==> src/rtl/ddr_rd_arb2.sv <==
// ddr_rd_arb2 -- two-master round-robin arbiter for the DDR AXI4 read path.
// One master owns the slave port for a whole burst, from the AR handshake
// through the accepted RLAST beat. The R channel is steered to that master
// only. RLAST is checked against the requested burst length, and a mismatch
// raises a sticky error flag that only reset clears.
module ddr_rd_arb2 #(
  parameter int ADDR_W = 30,
  parameter int DATA_W = 256,
  parameter int LEN_W  = 8
) (
  input  logic              clk,
  input  logic              rst,
  // master 0 (CPU cache / bootloader)
  input  logic [ADDR_W-1:0] m0_araddr,
  input  logic [LEN_W-1:0]  m0_arlen,
  input  logic              m0_arvalid,
  output logic              m0_arready,
  output logic [DATA_W-1:0] m0_rdata,
  output logic [1:0]        m0_rresp,
  output logic              m0_rlast,
  output logic              m0_rvalid,
  input  logic              m0_rready,
  // master 1 (Versat DMA)
  input  logic [ADDR_W-1:0] m1_araddr,
  input  logic [LEN_W-1:0]  m1_arlen,
  input  logic              m1_arvalid,
  output logic              m1_arready,
  output logic [DATA_W-1:0] m1_rdata,
  output logic [1:0]        m1_rresp,
  output logic              m1_rlast,
  output logic              m1_rvalid,
  input  logic              m1_rready,
  // DDR read port
  output logic              s_arid,
  output logic [ADDR_W-1:0] s_araddr,
  output logic [LEN_W-1:0]  s_arlen,
  output logic [2:0]        s_arsize,
  output logic [1:0]        s_arburst,
  output logic              s_arvalid,
  input  logic              s_arready,
  input  logic [DATA_W-1:0] s_rdata,
  input  logic [1:0]        s_rresp,
  input  logic              s_rlast,
  input  logic              s_rvalid,
  output logic              s_rready,
  // status
  output logic              grant,
  output logic              busy,
  output logic              err
);

  localparam int NM = 2;
  // Every beat uses the full bus width.
  localparam logic [2:0] ARSIZE = 3'($clog2(DATA_W / 8));

  typedef enum logic [1:0] {
    IDLE = 2'd0,
    ADDR = 2'd1,
    DATA = 2'd2
  } state_t;

  state_t           state_reg;
  logic             grant_reg;
  logic             last_grant_reg;
  logic [LEN_W-1:0] len_q_reg;
  logic [LEN_W-1:0] beat_reg;
  logic             err_reg;

  // Master ports gathered into arrays so routing can be written once per master.
  logic [ADDR_W-1:0] m_araddr [NM];
  logic [LEN_W-1:0]  m_arlen  [NM];
  logic [NM-1:0]     m_arvalid;
  logic [NM-1:0]     m_rready;
  logic [NM-1:0]     m_arready;
  logic [NM-1:0]     m_rvalid;
  logic [NM-1:0]     m_rlast;
  logic [DATA_W-1:0] m_rdata  [NM];
  logic [1:0]        m_rresp  [NM];

  logic addr_phase;
  logic data_phase;
  logic ar_fire;
  logic r_fire;
  logic pick;
  logic len_mismatch;

  assign m_araddr[0]  = m0_araddr;
  assign m_araddr[1]  = m1_araddr;
  assign m_arlen[0]   = m0_arlen;
  assign m_arlen[1]   = m1_arlen;
  assign m_arvalid    = {m1_arvalid, m0_arvalid};
  assign m_rready     = {m1_rready, m0_rready};

  assign m0_arready   = m_arready[0];
  assign m1_arready   = m_arready[1];
  assign m0_rvalid    = m_rvalid[0];
  assign m1_rvalid    = m_rvalid[1];
  assign m0_rlast     = m_rlast[0];
  assign m1_rlast     = m_rlast[1];
  assign m0_rdata     = m_rdata[0];
  assign m1_rdata     = m_rdata[1];
  assign m0_rresp     = m_rresp[0];
  assign m1_rresp     = m_rresp[1];

  assign addr_phase   = (state_reg == ADDR);
  assign data_phase   = (state_reg == DATA);

  // Per-master steering: only the granted master sees the slave handshakes.
  genvar gi;
  generate
    for (gi = 0; gi < NM; gi++) begin : g_route
      logic sel;
      assign sel           = (grant_reg == 1'(gi));
      assign m_arready[gi] = addr_phase && sel && s_arready;
      assign m_rvalid[gi]  = data_phase && sel && s_rvalid;
      assign m_rlast[gi]   = (data_phase && sel) ? s_rlast : 1'b0;
      assign m_rdata[gi]   = (data_phase && sel) ? s_rdata : '0;
      assign m_rresp[gi]   = (data_phase && sel) ? s_rresp : 2'b00;
    end
  endgenerate

  // Slave-side request comes straight from the granted master's held inputs.
  assign s_arvalid = addr_phase;
  assign s_arid    = addr_phase ? grant_reg : 1'b0;
  assign s_araddr  = addr_phase ? m_araddr[grant_reg] : '0;
  assign s_arlen   = addr_phase ? m_arlen[grant_reg] : '0;
  assign s_arsize  = ARSIZE;
  assign s_arburst = 2'b01;
  assign s_rready  = data_phase ? m_rready[grant_reg] : 1'b0;

  assign ar_fire   = addr_phase && s_arready;
  assign r_fire    = data_phase && s_rvalid && s_rready;

  // A beat is wrong when RLAST does not coincide with the final expected beat.
  assign len_mismatch = s_rlast != (beat_reg == len_q_reg);

  assign grant = grant_reg;
  assign busy  = (state_reg != IDLE);
  assign err   = err_reg;

  // Winner selection: a lone requester wins, a tie goes to whoever was not served last.
  always_comb begin
    pick = grant_reg;
    case (m_arvalid)
      2'b01:   pick = 1'b0;
      2'b10:   pick = 1'b1;
      2'b11:   pick = ~last_grant_reg;
      default: pick = grant_reg;
    endcase
  end

  // Burst-ownership FSM: grant in IDLE, forward AR in ADDR, count beats in DATA.
  always_ff @(posedge clk) begin
    if (rst) begin
      state_reg      <= IDLE;
      grant_reg      <= 1'b0;
      last_grant_reg <= 1'b1;
      len_q_reg      <= '0;
      beat_reg       <= '0;
      err_reg        <= 1'b0;
    end else begin
      case (state_reg)
        IDLE: begin
          if (|m_arvalid) begin
            grant_reg <= pick;
            len_q_reg <= m_arlen[pick];
            state_reg <= ADDR;
          end
        end
        ADDR: begin
          // The grant stays put even if the master drops arvalid here.
          if (ar_fire) begin
            beat_reg  <= '0;
            state_reg <= DATA;
          end
        end
        DATA: begin
          if (r_fire) begin
            beat_reg <= beat_reg + LEN_W'(1);
            if (len_mismatch) begin
              err_reg <= 1'b1;
            end
            // Only RLAST ends the burst; a length error never cuts it short.
            if (s_rlast) begin
              last_grant_reg <= grant_reg;
              state_reg      <= IDLE;
            end
          end
        end
        default: state_reg <= IDLE;
      endcase
    end
  end

endmodule

==> config.mk <==
export PLATFORM = sky130hd
export DESIGN_NAME = ddr_rd_arb2
export DESIGN_NICKNAME = d
export VERILOG_FILES = /design/src/rtl/ddr_rd_arb2.sv
export SDC_FILE = /design/constraint.sdc
export NUM_CORES = 1
export LEC_CHECK = 0
export BUFFER_PORTS_ARGS = -buffer_cell sky130_fd_sc_hd__buf_2
export CORE_AREA = 3 3 358 360
export CTS_BUF_LIST = sky130_fd_sc_hd__clkbuf_4 sky130_fd_sc_hd__clkbuf_8 sky130_fd_sc_hd__clkbuf_16
export DETAILED_ROUTE_END_ITERATION = 10
export DIE_AREA = 0 0 361 363
export SYNTH_ARGS = -nofsm -noshare
export SYNTH_HDL_FRONTEND = slang
export SYNTH_SLANG_ARGS = --single-unit
==> constraint.sdc <==
create_clock -name clk -period 1.8 [get_ports clk]
set_input_delay 0.27 -clock clk [delete_from_list [all_inputs] [get_ports clk]]
set_output_delay 0.27 -clock clk [all_outputs]
set_load 0.03 [all_outputs]
==> flow_metrics.py <==
metrics = {
    "outcome": {
        "outcome": "finished with violations",
        "violations": "antenna violations, negative setup slack",
    },
    "setup_path": {
        "cp_cell_sequence": "nor2b_4 -> buf_12 -> buf_12 -> buf_12 -> buf_12 -> buf_16 -> and3_4 -> buf_12",
        "crit_buf_inv": 6,
        "r2r-end": "len_q_reg[5]",
        "cpLargestDelayFamily": "buffers and inverters",
        "worst-endpoint-arrival_ns": 1.85,
        "cp-start-kind": "flip-flop",
        "r2r_cells": 7,
        "cp_common_cell": "buf_12",
        "endpoint_kind": "output pin",
        "path_max_fanout": 5,
        "worst-endpoint-required_ns": 1.53,
        "crit_path_max_incr_delay_ns": 0.36,
        "crit_type": "reg -> out",
        "slowest_stage": "dfxtp_4",
        "worst-path-stages": 8,
        "reg2reg_from": "grant",
        "rrSetupSlack_ns": -0.07,
    },
    "detailed_routing": {
        "dr.first_iter.drc_count": 866,
        "firstDrtPassIters": 5,
        "drt_wl_total_um": 109000,
        "wl_per_cell_um": 31.4,
        "ant_nets": 1,
        "drcViolationCount": 0,
        "viasPerCell": 3.39,
        "num_vias": 11800,
    },
    "sta": {
        "period_share_pct": 118,
        "period_minus_slack_ns": 2.12,
        "maxSlewViolCount": 0,
        "fmax_mhz": 471,
        "setup_slack_ns": -0.322,
        "finalSetupViolCount": 568,
        "hold_viol_final": 0,
        "rsz0062_at_grt": "true",
        "skew_ns": 0.00163,
    },
    "worst_hold_path": {
        "hold_path_end": "state_reg[0]",
        "hp-start": "s_arready",
        "min_path_cells": 4,
        "holdCritPathClass": "in -> reg",
    },
    "clocking": {
        "tritoncts": "built",
        "clkSlewWorstSetupHoldPaths_ns": 0.06,
        "h-tree-depth": 1,
        "clk_path_buf_depth": 2,
        "cts_buffers": 3,
        "clock_latency_ns": 0.26,
        "cts-root-buf": "clkbuf_16",
        "cts.sinks": 21,
    },
    "job": {
        "drv_cap": 0,
    },
    "finish": {
        "final_cell_area_sq_mm": 0.0190,
        "seq_area_sq_um": 432,
        "syn_to_final_growth_pct": 248,
        "multiInputGateArea_sq_mm": 0.00587,
        "filler_cell_count": 14000,
        "drive_gt1_share_pct": 80.3,
        "nets": 2121,
        "layout.cells.non_filler": 3463,
    },
    "synth": {
        "ys_seq_area_share_pct": 7.69,
        "synth.ff_latch_count": 21,
        "yosysWarningCount": 0,
        "yosysUniqueCellTypes": 47,
        "synth_cells": 833,
        "synth_ff_type": "dfxtp_1",
        "async_reset_ff_share_pct": 0,
        "syn_area_per_cell_sq_um": 6.56,
        "synth_area_sq_mm": 0.00547,
        "synth_edf_count": 0,
    },
    "placement": {
        "dp_cells": 3321,
        "gp_congestion": 0.860,
        "pre_cts_slack_ns": -0.0395,
        "port_buffers": 908,
        "placed_cell_area_sq_mm": 0.0136,
        "hpwl_um": 82300,
    },
    "global_route": {
        "grt_pass1_vias": 9979,
        "grt_start_max_net_pins": 137,
        "grt_first_pass_wirelength_um": 119000,
        "antenna_found_initial": 121,
        "grt_use_total_pct": 14.1,
        "grt-ovfl-total": 0,
    },
    "floorplan": {
        "start_util_pct": 4.36,
        "die_h_um": 363,
        "die_w_um": 361,
        "io_pins": 914,
        "std_cell_rows": 130,
        "fp.coreArea_sq_mm": 0.125,
        "fp.dieArea_sq_mm": 0.131,
    },
    "power": {
        "p_leak_nw": 8.96,
        "vdd_drop_max_v": 0.000224,
        "p_per_area_mw_per_mm2": 287,
    },
}
[per-stage QoR]
| step | TNS [ns] | power (W) | hold WS [ns] | utilization, % |
|---|---|---|---|---|
| final | -97.28 | 0.00546 | 0.330 | 15.2 |
| after global routing | -129.03 | 0.00564 | 0.357 | 15.1 |
| after CTS | -100.73 | 0.00494 | 0.341 | 13.3 |
| after detailed placement | -1.15 | 0.00364 | 0.465 | 10.9 |
| after global placement | -0.138 | 0.00362 | 0.475 | 10.9 |
| after floorplan | 0 | 0.00191 | 0.435 | - |
[where the power goes]
part,total [W],switching [W],internal (W)
clock network,0.000513,0.000195,0.000318
registers,0.000526,0.0000307,0.000495
logic,0.00442,0.00251,0.00191
total,0.00546,0.00274,0.00272
[synthesized netlist by cell type (2+ instances only)]
library cell | count | area share (%)
a211oi_1 | 8 | 1.1
a21oi_1 | 7 | 0.64
and2_1 | 262 | 30
and3_1 | 260 | 30
and3_4 | 2 | 0.41
and3b_1 | 2 | 0.32
buf_2 | 8 | 0.73
buf_4 | 9 | 1.2
buf_6 | 5 | 1.0
clkbuf_1 | 61 | 4.2
clkbuf_2 | 23 | 2.1
conb_1 | 2 | 0.14
dfxtp_1 | 21 | 7.7
inv_1 | 3 | 0.21
mux2i_1 | 47 | 8.6
nand2_1 | 6 | 0.41
nand3_1 | 2 | 0.18
nand3b_1 | 4 | 0.55
nand4_1 | 3 | 0.34
nor2_1 | 59 | 4.1
nor2b_1 | 2 | 0.23
nor3_1 | 2 | 0.18
o21ai_0 | 4 | 0.37
xnor2_1 | 8 | 1.3
[cell families (layout without fill, tap and decap cells)]
kind of cell    Yosys count  in the layout  share of synthesized area, %
xor+xnor                  9              9                          1.44
buf+inv                 109           1049                          9.50
simple gates            612            612                          67.8
compound gates           31             31                          4.30
other cells               2             42                         0.137
flops                    21             21                          7.69
mux                      48             48                          8.88
fa+ha+maj                 1              1                         0.229
[cells in the final DEF (no fill, tap or decap), drive strengths merged]
cell | netlist | layout
buf | 22 | 1016
xor2 | 1 | 1
and2 | 262 | 262
a221oi | 1 | 1
nand2b | 2 | 2
nand2 | 6 | 6
a311o | 1 | 1
o21ai | 4 | 4
a21oi | 9 | 9
a211oi | 9 | 9
ha | 1 | 1
nand3b | 5 | 5
dfxtp | 21 | 21
and3b | 2 | 2
xnor2 | 8 | 8
conb | 2 | 5
o31a | 1 | 1
nand3 | 2 | 2
diode | 0 | 37
o2111ai | 1 | 1
or2 | 1 | 1
a21o | 1 | 1
nor2b | 2 | 2
and3 | 263 | 263
mux2i | 47 | 47
clkbuf | 84 | 25
o311ai | 1 | 1
inv | 3 | 3
bufbuf | 0 | 5
a41oi | 1 | 1
mux2 | 1 | 1
a211o | 1 | 1
nor3 | 2 | 2
nor2 | 62 | 62
a31oi | 1 | 1
nand4 | 3 | 3
[final cells by class]
type	count	area share, %
inverters	3	0.0592
multi-input cells	706	30.8
flip-flops and latches	21	2.27
clock buffers	4	0.434
repair buffers	1042	55.1
diodes	37	0.487
well taps	1650	10.9
[routing by layer]
metal	wire (um)	GRT usage, %	share of wire [%]
met5	552	2.98	0.51
met1	45900	18.5	42
met2	47400	22.0	44
met3	12300	5.25	11
met4	2740	1.92	2.5
[worst min-delay path, delay by kind of cell]
kind | cells | cell delay [ns]
and+or+nand+nor | 3 | 0.17
buffers and inverters | 1 | 0.12
[worst max path at each step]
stage | start | endpoint | slack [ns]
finish | state_reg[1] | m1_rdata[61] | -0.32
global route | state_reg[1] | m1_rdata[61] | -0.35
CTS | state_reg[0] | m0_rdata[59] | -0.30
detailed placement | state_reg[0] | m0_rdata[189] | -0.04
global placement | state_reg[0] | m0_rdata[247] | -0.04
floorplan | grant | m1_rdata[105] | 0.00005
[timing repair]
action                     CTS  global route
pin swaps                   79           117
hold buffers                 0             0
setup endpoints to repair  541           574
gates cloned                29            29
gates resized for setup    540           630
buffers inserted            37            13
Note: power is estimated with default switching activity, not from simulation.
